===== src/rtl/isw_pkg.sv =====
// Shared constants and index helpers for the ISW masked-AND pipeline.
// Pair indices are lexicographic over (i,j) with i<j.
package isw_pkg;

    localparam int ISW_LATENCY = 32'sd3;

    function automatic int nr_of(input int n);
        return (n * (n - 32'sd1)) / 32'sd2;
    endfunction

    function automatic int pair_idx(input int i, input int j, input int n);
        return i * n - (i * (i + 32'sd1)) / 32'sd2 + (j - i - 32'sd1);
    endfunction

endpackage


===== src/rtl/and_isw_pipe_reg.sv =====
// Single pipeline register with synchronous clear and load enable.
// Every product and randomness term gets its own instance.
module and_isw_pipe_reg #(
    parameter int WIDTH = 1
) (
    input  logic             clk,
    input  logic             reset,
    input  logic             en,
    input  logic [WIDTH-1:0] d,
    output logic [WIDTH-1:0] q
);

    // Clear has priority; otherwise load only on enabled edges
    always_ff @(posedge clk) begin
        if (reset) begin
            q <= {WIDTH{1'b0}};
        end else if (en) begin
            q <= d;
        end
    end

endmodule


===== src/rtl/and_isw_pipe.sv =====
// Three-stage ISW masked AND of N = ORDER+1 shares, WIDTH parallel lanes.
// Cross products are only combined after the randomised term is registered.
module and_isw_pipe
    import isw_pkg::*;
#(
    parameter int ORDER = 1,
    parameter int WIDTH = 1
) (
    input  logic                                           clk,
    input  logic                                           reset,
    input  logic                                           port_en,
    input  logic                                           port_valid_in,
    input  logic [(ORDER+32'sd1)*WIDTH-32'sd1:0]           port_a,
    input  logic [(ORDER+32'sd1)*WIDTH-32'sd1:0]           port_b,
    input  logic [nr_of(ORDER+32'sd1)*WIDTH-32'sd1:0]      port_r,
    output logic                                           port_valid_out,
    output logic [(ORDER+32'sd1)*WIDTH-32'sd1:0]           port_c
);

    localparam int N  = ORDER + 32'sd1;
    localparam int NR = nr_of(N);

    logic [WIDTH-1:0] p1_r     [N];
    logic [WIDTH-1:0] p2_r     [N];
    logic [WIDTH-1:0] u1_r     [NR];
    logic [WIDTH-1:0] v1_r     [NR];
    logic [WIDTH-1:0] rc1_r    [NR];
    logic [WIDTH-1:0] z2_r     [NR];
    logic [WIDTH-1:0] rc2_r    [NR];
    logic [WIDTH-1:0] term_s   [N][N];
    logic [WIDTH-1:0] c_next_s [N];
    logic [0:0]       vld_r    [ISW_LATENCY];

    for (genvar i = 32'sd0; i < N; i++) begin : g_share
        and_isw_pipe_reg #(.WIDTH(WIDTH)) u_p1 (
            .clk(clk), .reset(reset), .en(port_en),
            .d(port_a[i*WIDTH +: WIDTH] & port_b[i*WIDTH +: WIDTH]), .q(p1_r[i]));
        and_isw_pipe_reg #(.WIDTH(WIDTH)) u_p2 (
            .clk(clk), .reset(reset), .en(port_en), .d(p1_r[i]), .q(p2_r[i]));
        and_isw_pipe_reg #(.WIDTH(WIDTH)) u_c3 (
            .clk(clk), .reset(reset), .en(port_en),
            .d(c_next_s[i]), .q(port_c[i*WIDTH +: WIDTH]));

        for (genvar j = 32'sd0; j < N; j++) begin : g_col
            if (j > i) begin : g_up
                localparam int K = pair_idx(i, j, N);
                logic [WIDTH-1:0] r_s;
                assign r_s = port_r[K*WIDTH +: WIDTH];

                // Randomness is folded into a_i&b_j before anything else touches it
                and_isw_pipe_reg #(.WIDTH(WIDTH)) u_u1 (
                    .clk(clk), .reset(reset), .en(port_en),
                    .d(r_s ^ (port_a[i*WIDTH +: WIDTH] & port_b[j*WIDTH +: WIDTH])),
                    .q(u1_r[K]));
                and_isw_pipe_reg #(.WIDTH(WIDTH)) u_v1 (
                    .clk(clk), .reset(reset), .en(port_en),
                    .d(port_a[j*WIDTH +: WIDTH] & port_b[i*WIDTH +: WIDTH]), .q(v1_r[K]));
                and_isw_pipe_reg #(.WIDTH(WIDTH)) u_rc1 (
                    .clk(clk), .reset(reset), .en(port_en), .d(r_s), .q(rc1_r[K]));
                and_isw_pipe_reg #(.WIDTH(WIDTH)) u_z2 (
                    .clk(clk), .reset(reset), .en(port_en),
                    .d(u1_r[K] ^ v1_r[K]), .q(z2_r[K]));
                and_isw_pipe_reg #(.WIDTH(WIDTH)) u_rc2 (
                    .clk(clk), .reset(reset), .en(port_en), .d(rc1_r[K]), .q(rc2_r[K]));

                assign term_s[i][j] = rc2_r[K];
            end else if (j < i) begin : g_lo
                assign term_s[i][j] = z2_r[pair_idx(j, i, N)];
            end else begin : g_diag
                assign term_s[i][j] = {WIDTH{1'b0}};
            end
        end
    end

    // Stage-3 recombination: own product plus one term per partner share
    always_comb begin
        for (int i = 32'sd0; i < N; i++) begin
            c_next_s[i] = p2_r[i];
            for (int j = 32'sd0; j < N; j++) begin
                c_next_s[i] = c_next_s[i] ^ term_s[i][j];
            end
        end
    end

    for (genvar s = 32'sd0; s < ISW_LATENCY; s++) begin : g_vld
        logic [0:0] vld_d_s;
        if (s == 32'sd0) begin : g_head
            assign vld_d_s = port_valid_in;
        end else begin : g_tail
            assign vld_d_s = vld_r[s-32'sd1];
        end
        and_isw_pipe_reg #(.WIDTH(1)) u_vld (
            .clk(clk), .reset(reset), .en(port_en), .d(vld_d_s), .q(vld_r[s]));
    end

    assign port_valid_out = vld_r[ISW_LATENCY-32'sd1];

endmodule


===== config.mk =====
export PLATFORM = sky130hd
export DESIGN_NAME = and_isw_pipe
export DESIGN_NICKNAME = d
export VERILOG_FILES = /design/src/rtl/isw_pkg.sv /design/src/rtl/and_isw_pipe_reg.sv /design/src/rtl/and_isw_pipe.sv
export SDC_FILE = /design/constraint.sdc
export NUM_CORES = 1
export LEC_CHECK = 0
export CAP_MARGIN = 10
export CORE_AREA = 2 2 39 41
export DETAILED_ROUTE_END_ITERATION = 8
export DIE_AREA = 0 0 41 43
export GPL_TIMING_DRIVEN = 1
export PLACE_DENSITY = 0.72
export SLEW_MARGIN = 30
export SYNTH_ARGS = -nofsm -noshare
export SYNTH_HDL_FRONTEND = slang
export SYNTH_SLANG_ARGS = --single-unit

===== constraint.sdc =====
create_clock -name clk -period 0.8 [get_ports clk]
set_input_delay 0.16 -clock clk [delete_from_list [all_inputs] [get_ports clk]]
set_output_delay 0.16 -clock clk [all_outputs]
set_load 0.01 [all_outputs]

==> metrics.csv, run 1 <==
metric,value,unit
cp-end-kind,output port,
finalClockSkew,0.00877,ns
synth_most_common_cell,dfxtp_1,
required,0.64,ns
layout_setup_ws,-0.0761,ns
clock_latency,0.28,ns
cts_tree,done,
hold_buffers,0,
num_antenna_cells,0,
ys_seq_area_frac,0.500,
die_w,41,um
synth_area_leader_cell,dfxtp_1,
drt_wl_total,898,um
worstSetupPathType,reg2out,
io_pins,12,
reg2reg_depth,2,
outcome,"complete, but fails checks",
clock-root-buffer,clkbuf_4,
place.gp.congestion,0.645,
max_slew_margin,0.879,
multi_input_area,241,um2
ys_seq_elements,14,
leakage,0.330,nW
via_count,420,
fin_cells,87,
cts_setup_buffers,0,
violations,negative setup slack,
fin_nets,81,
cp_data_arrival_time,0.72,ns
syn2layout_area_growth,40.4,%
max_freq,1140,MHz
finalMaxSlewViolations,0,
period_needed,0.876,ns
cpPeakStageDelay,0.33,ns
die_h,43,um
ys_types,14,
synth_ff_type,dfxtp_1,
drv_cap,0,
dr.pass1.iters,1,
synth_edf_count,0,
synthesis.nets,64,
hp-start,port_b[1],
hold_class,in2reg,
portBuffers,11,
period_share,1.10,
antenna_found_initial,0,
routedWlPerCell,10.3,um
total_power,0.00144,W
power.density,1830,nW/um2
crit_slowest_cell,dfxtp_2,
hold_path_depth,3,
synth-async-reset-ratio,0,
cp-startpoint,g_share[0].u_c3.q,
row_count,14,
cp_top_family,flip-flops,
core,1380,um2
setup_viol,3,
regToRegSetupSlack,0.05,ns
cts.sinks,14,
drc_errors,0,
clkSlewWorstSetupHoldPaths,0.08,ns
fill_cells,126,
start_util,0.405,
netlist_instances,55,
min_to,g_share[1].u_p1.q,
syn_area,561,um2
critPathMaxFanout,2,
grt_pass1_wl,1520,um
yosysWarnings,0,
yosys-top-cells-count,"14 x dfxtp_1, 11 x nor2_1, 7 x mux2i_1",
htree_levels,1,
regArea,285,um2
start_kind,flop,
worstReg2RegStart,g_share[0].g_col[1].g_up.u_u1.q,
hpwlAfterDp,619,um
hold_viol_final,0,
final_antenna_net_count,0,
drtIter0Drc,0,
placedCellCount,82,
syn_avg_cell_area,10.2,um2
die_area,1760,um2
synth_top_area_frac,0.500,
cts_made_buffers,3,
clk_path_buf_depth,2,
path_cells,buf_6,
groute.usage.overall,0.134,
vdd_drop_max,1380,uV
drive_above_1_share,0.268,
timing.rr.end,g_share[0].g_col[1].g_up.u_z2.q,
cp_num_buf_inv,1,
rsz0062_at_grt,true,
synth.area.top_cells,"dfxtp_1 50%, mux2i_1 13%, nor2_1 7.4%, xnor2_1 4.7%, a211oi_1 4.0%",
grt_max_degree,15,
worstMarginPinSlew,0.181,ns
gr-total-overflow,0,
vias_per_cell,4.83,
grt_pass1_vias,358,
[cell families (layout without fill, tap and decap cells)]
| group | count (synthesis) | count (layout) | share of synthesized area |
|---|---|---|---|
| flops | 14 | 14 | 0.500 |
| compound gates | 8 | 8 | 0.112 |
| buf+inv | 5 | 21 | 0.0692 |
| mux | 7 | 7 | 0.125 |
| simple gates | 18 | 18 | 0.147 |
| xor+xnor | 3 | 3 | 0.0469 |
[flip-flops by register name, indices dropped and copies added (netlist names)]
name and count:
g_share.g_col.g_up.u_rc2.q 1, g_share.u_p2.q 2, g_share.u_p1.q 2, g_vld.u_vld.q 3, g_share.g_col.g_up.u_u1.q 1, g_share.u_c3.q 2
g_share.g_col.g_up.u_rc1.q 1, g_share.g_col.g_up.u_z2.q 1, g_share.g_col.g_up.u_v1.q 1
[power breakdown]
part           leakage [nW]  switching [W]  internal [W]
combinational         0.193      0.0000733      0.000133
clock                0.0210       0.000211      0.000277
sequential            0.116      0.0000180      0.000730
[routing by layer]
metal,share of wire,global-route usage,wire length (um),vias up
met3,0.062,0.0942,56,0
met2,0.48,0.188,429,8
li1,-,-,-,219
met4,0,0.0600,0,0
met5,0,0,0,-
met1,0.46,0.151,412,193
[layout make-up]
type	instances	area share
flip-flops and latches	14	0.362
multi-input cells	36	0.307
repair buffers	17	0.259
well taps	16	0.0254
clock buffers	4	0.0461
[how the worst max path moves through the flow]
stage / endpoint / slack, ns / cells after the start
3_3_place_gp: g_share[0].g_col[1].g_up.u_u1.q / -0.40 / 4
5_1_grt: port_c[1] / -0.12 / 1
3_5_place_dp: g_share[0].g_col[1].g_up.u_u1.q / -0.42 / 4
4_1_cts: port_c[0] / -0.1 / 1
2_1_floorplan: g_share[0].g_col[1].g_up.u_z2.q / 0.11 / 2
6_report: port_c[0] / -0.08 / 1
[cell usage in the layout, fill, tap and decap left out]
cell             Yosys  layout
nor2_1              11      11
dfxtp_1             14      10
mux2i_1              7       7
dfxtp_2              0       4
dlygate4sd2_1        0       4
clkdlybuf4s50_1      0       4
nand2b_1             3       3
nand3_1              3       3
a21oi_1              3       3
xnor2_1              3       3
a211oi_1             3       3
clkbuf_4             0       3
buf_6                1       3
buf_4                3       3
buf_12               0       2
nand3b_1             1       1
a21bo_2              1       1
a311oi_2             1       1
clkbuf_8             0       1
bufbuf_16            0       1
[stage by stage]
stage	TNS, ns	setup WS, ns	util	area (um2)	hold slack [ns]
after floorplan	0	0.111	-	561	0.228
after global placement	-5.76	-0.396	0.516	714	0.454
after detailed placement	-5.92	-0.418	0.516	714	0.460
after CTS	-0.278	-0.0967	0.568	786	0.312
after global routing	-0.347	-0.122	0.569	787	0.341
final	-0.218	-0.0761	0.569	787	0.321
[repair_timing]
item / 4_1_cts / 5_1_grt
endpoints found under the setup margin: 17 / 4
resized for setup: 22 / 1
hold endpoints to repair: 0 / 0
pin swaps: 0 / 1
cloned: 1 / 0
Power figures use the tool's default switching activity.
==> inputs of run 2 (changes only) <==
CTS_BUF_LIST = sky130_fd_sc_hd__clkbuf_8   (was unset)
==> metrics.csv, run 2 (synthesized netlist as in run 1, its figures left out) <==
metric,value,unit,change
final_cell_mix,"11 x nor2_1, 11 x dfxtp_1, 7 x mux2i_1",,
dr.pass1.iters,1,,unchanged
clkSlewWorstSetupHoldPaths,0.06,ns,-0.02 ns
clock-root-buffer,clkbuf_8,,
clock_latency,0.24,ns,-0.04 ns
layout_setup_ws,-0.0348,ns,+0.0413 ns
core,1380,um2,unchanged
setup_viol,3,,unchanged
die_w,41,um,unchanged
path_cells,buf_6,,
top_layer_used,met4,,
finalClockSkew,0.00590,ns,-0.00287 ns
fill_cells,121,,-4.0%
wl_met1,418,um,+1.5%
place_ws,-0.418,ns,unchanged
max_freq,1200,MHz,+5.0%
cts.sinks,14,,unchanged
groute.usage.overall,0.135,,+0.00101
hold_buffers,0,,unchanged
max_slew_margin,0.878,,about the same
drv_cap,0,,unchanged
via_count,421,,+0.24%
met3WireLength,54,um,-3.6%
cp_top_family,flip-flops,,
final_area,822,um2,+4.5%
crit_slowest_cell,dfxtp_2,,
cp-end-kind,output port,,
cts_made_buffers,3,,unchanged
drt_wl_total,939,um,+4.6%
period_share,1.04,,-0.0517
grt_pass1_wl,1560,um,+2.7%
start_kind,flop,,
hold_class,in2reg,,
violations,negative setup slack,,
vdd_drop_max,1450,uV,+5.2%
die_area,1760,um2,unchanged
critPathMaxFanout,2,,unchanged
gr-total-overflow,0,,unchanged
clk_path_buf_depth,2,,unchanged
worstMarginPinSlew,0.181,ns,+0.000327 ns
cp_num_buf_inv,1,,unchanged
cpPeakStageDelay,0.32,ns,about the same
outcome,"complete, but fails checks",,
io_pins,12,,unchanged
htree_levels,1,,unchanged
largest-register,g_vld.u_vld.q,,
worstSetupPathType,reg2out,,
antenna_found_initial,0,,unchanged
cts_setup_buffers,0,,unchanged
leakage,0.339,nW,+2.7%
finalMaxSlewViolations,0,,unchanged
cts_tree,done,,
timing.hold.ws,0.361,ns,+0.0397 ns
syn2layout_area_growth,46.7,%,
fin_nets,81,,unchanged
portBuffers,11,,unchanged
row_count,14,,unchanged
routedWlPerCell,10.8,um,+4.6%
dr_wl_met2,456,um,+6.3%
start_util,0.405,,unchanged
drive_above_1_share,0.296,,+0.0282
total_power,0.00164,W,+14%
rsz0062_at_grt,true,,
place.gp.congestion,0.645,,unchanged
cp_data_arrival_time,0.67,ns,-0.05 ns
dpl_cell_area,714,um2,unchanged
final_antenna_net_count,0,,unchanged
num_antenna_cells,0,,unchanged
drc_errors,0,,unchanged
period_needed,0.835,ns,-0.0413 ns
vias_per_cell,4.84,,+0.24%
largest_reg_flops,3,,unchanged
drtIter0Drc,0,,unchanged
hold_viol_final,0,,unchanged
hpwlAfterDp,619,um,unchanged
power.density,1990,nW/um2,+8.7%
grt_max_degree,15,,unchanged
required,0.64,ns,about the same
grt_pass1_vias,369,,+3.1%
die_h,43,um,unchanged
run 2: cell count changes in the layout (fill, tap and decap cells not counted), sizes merged:
cell and delta:
dlygate4sd2 -1, clkdlybuf4s15 +1
run 2: metrics by stage:
stage          cells   util  TNS [ns]
2_1_floorplan     55      -         0
3_3_place_gp      82  0.516     -5.76
3_5_place_dp      82  0.516     -5.92
4_1_cts           87  0.581    -0.125
5_1_grt           87  0.594    -0.170
6_report          87  0.594   -0.0984
run 2: per-layer routing:
layer | up-vias | GRT usage
met1 | 194 | 0.154
met4 | 0 | 0.0600
li1 | 216 | -
met3 | 2 | 0.0785
met2 | 9 | 0.197
met5 | - | 0
run 2: path summary, 6_finish.rpt:
| kind | start | endpoint | slack [ns] | cells past startpoint |
|---|---|---|---|---|
| worst max-delay path | g_share[1].u_c3.q | port_c[1] | -0.03 | 1 |
| worst min-delay path | port_b[1] | g_share[1].u_p1.q | 0.36 | 3 |
| worst max register to register | g_share[0].g_col[1].g_up.u_u1.q | g_share[0].g_col[1].g_up.u_z2.q | 0.05 | 2 |
| worst min register to register | g_share[1].u_p1.q | g_share[1].u_p1.q | 0.47 | 2 |
run 2: timing repair:
item | in CTS | in global routing
setup endpoints to repair | 17 | 6
cloned | 1 | 0
pin swaps | 0 | 1
resized for setup | 22 | 4
run 2: cell type report:
type / count / area [um2] / area share
flip-flops and latches: 14 / 284 / 0.346
multi-input cells: 36 / 258 / 0.314
repair buffers: 17 / 205 / 0.250
clock buffers: 4 / 55.1 / 0.0670
well taps: 16 / 20.0 / 0.0244
run 2: power by group:
part / switching, W / total, W / internal, W
clock network: 0.000239 / 0.000674 / 0.000435
logic: 0.0000764 / 0.000213 / 0.000137
registers: 0.0000188 / 0.000750 / 0.000731
total: 0.000334 / 0.00164 / 0.00130
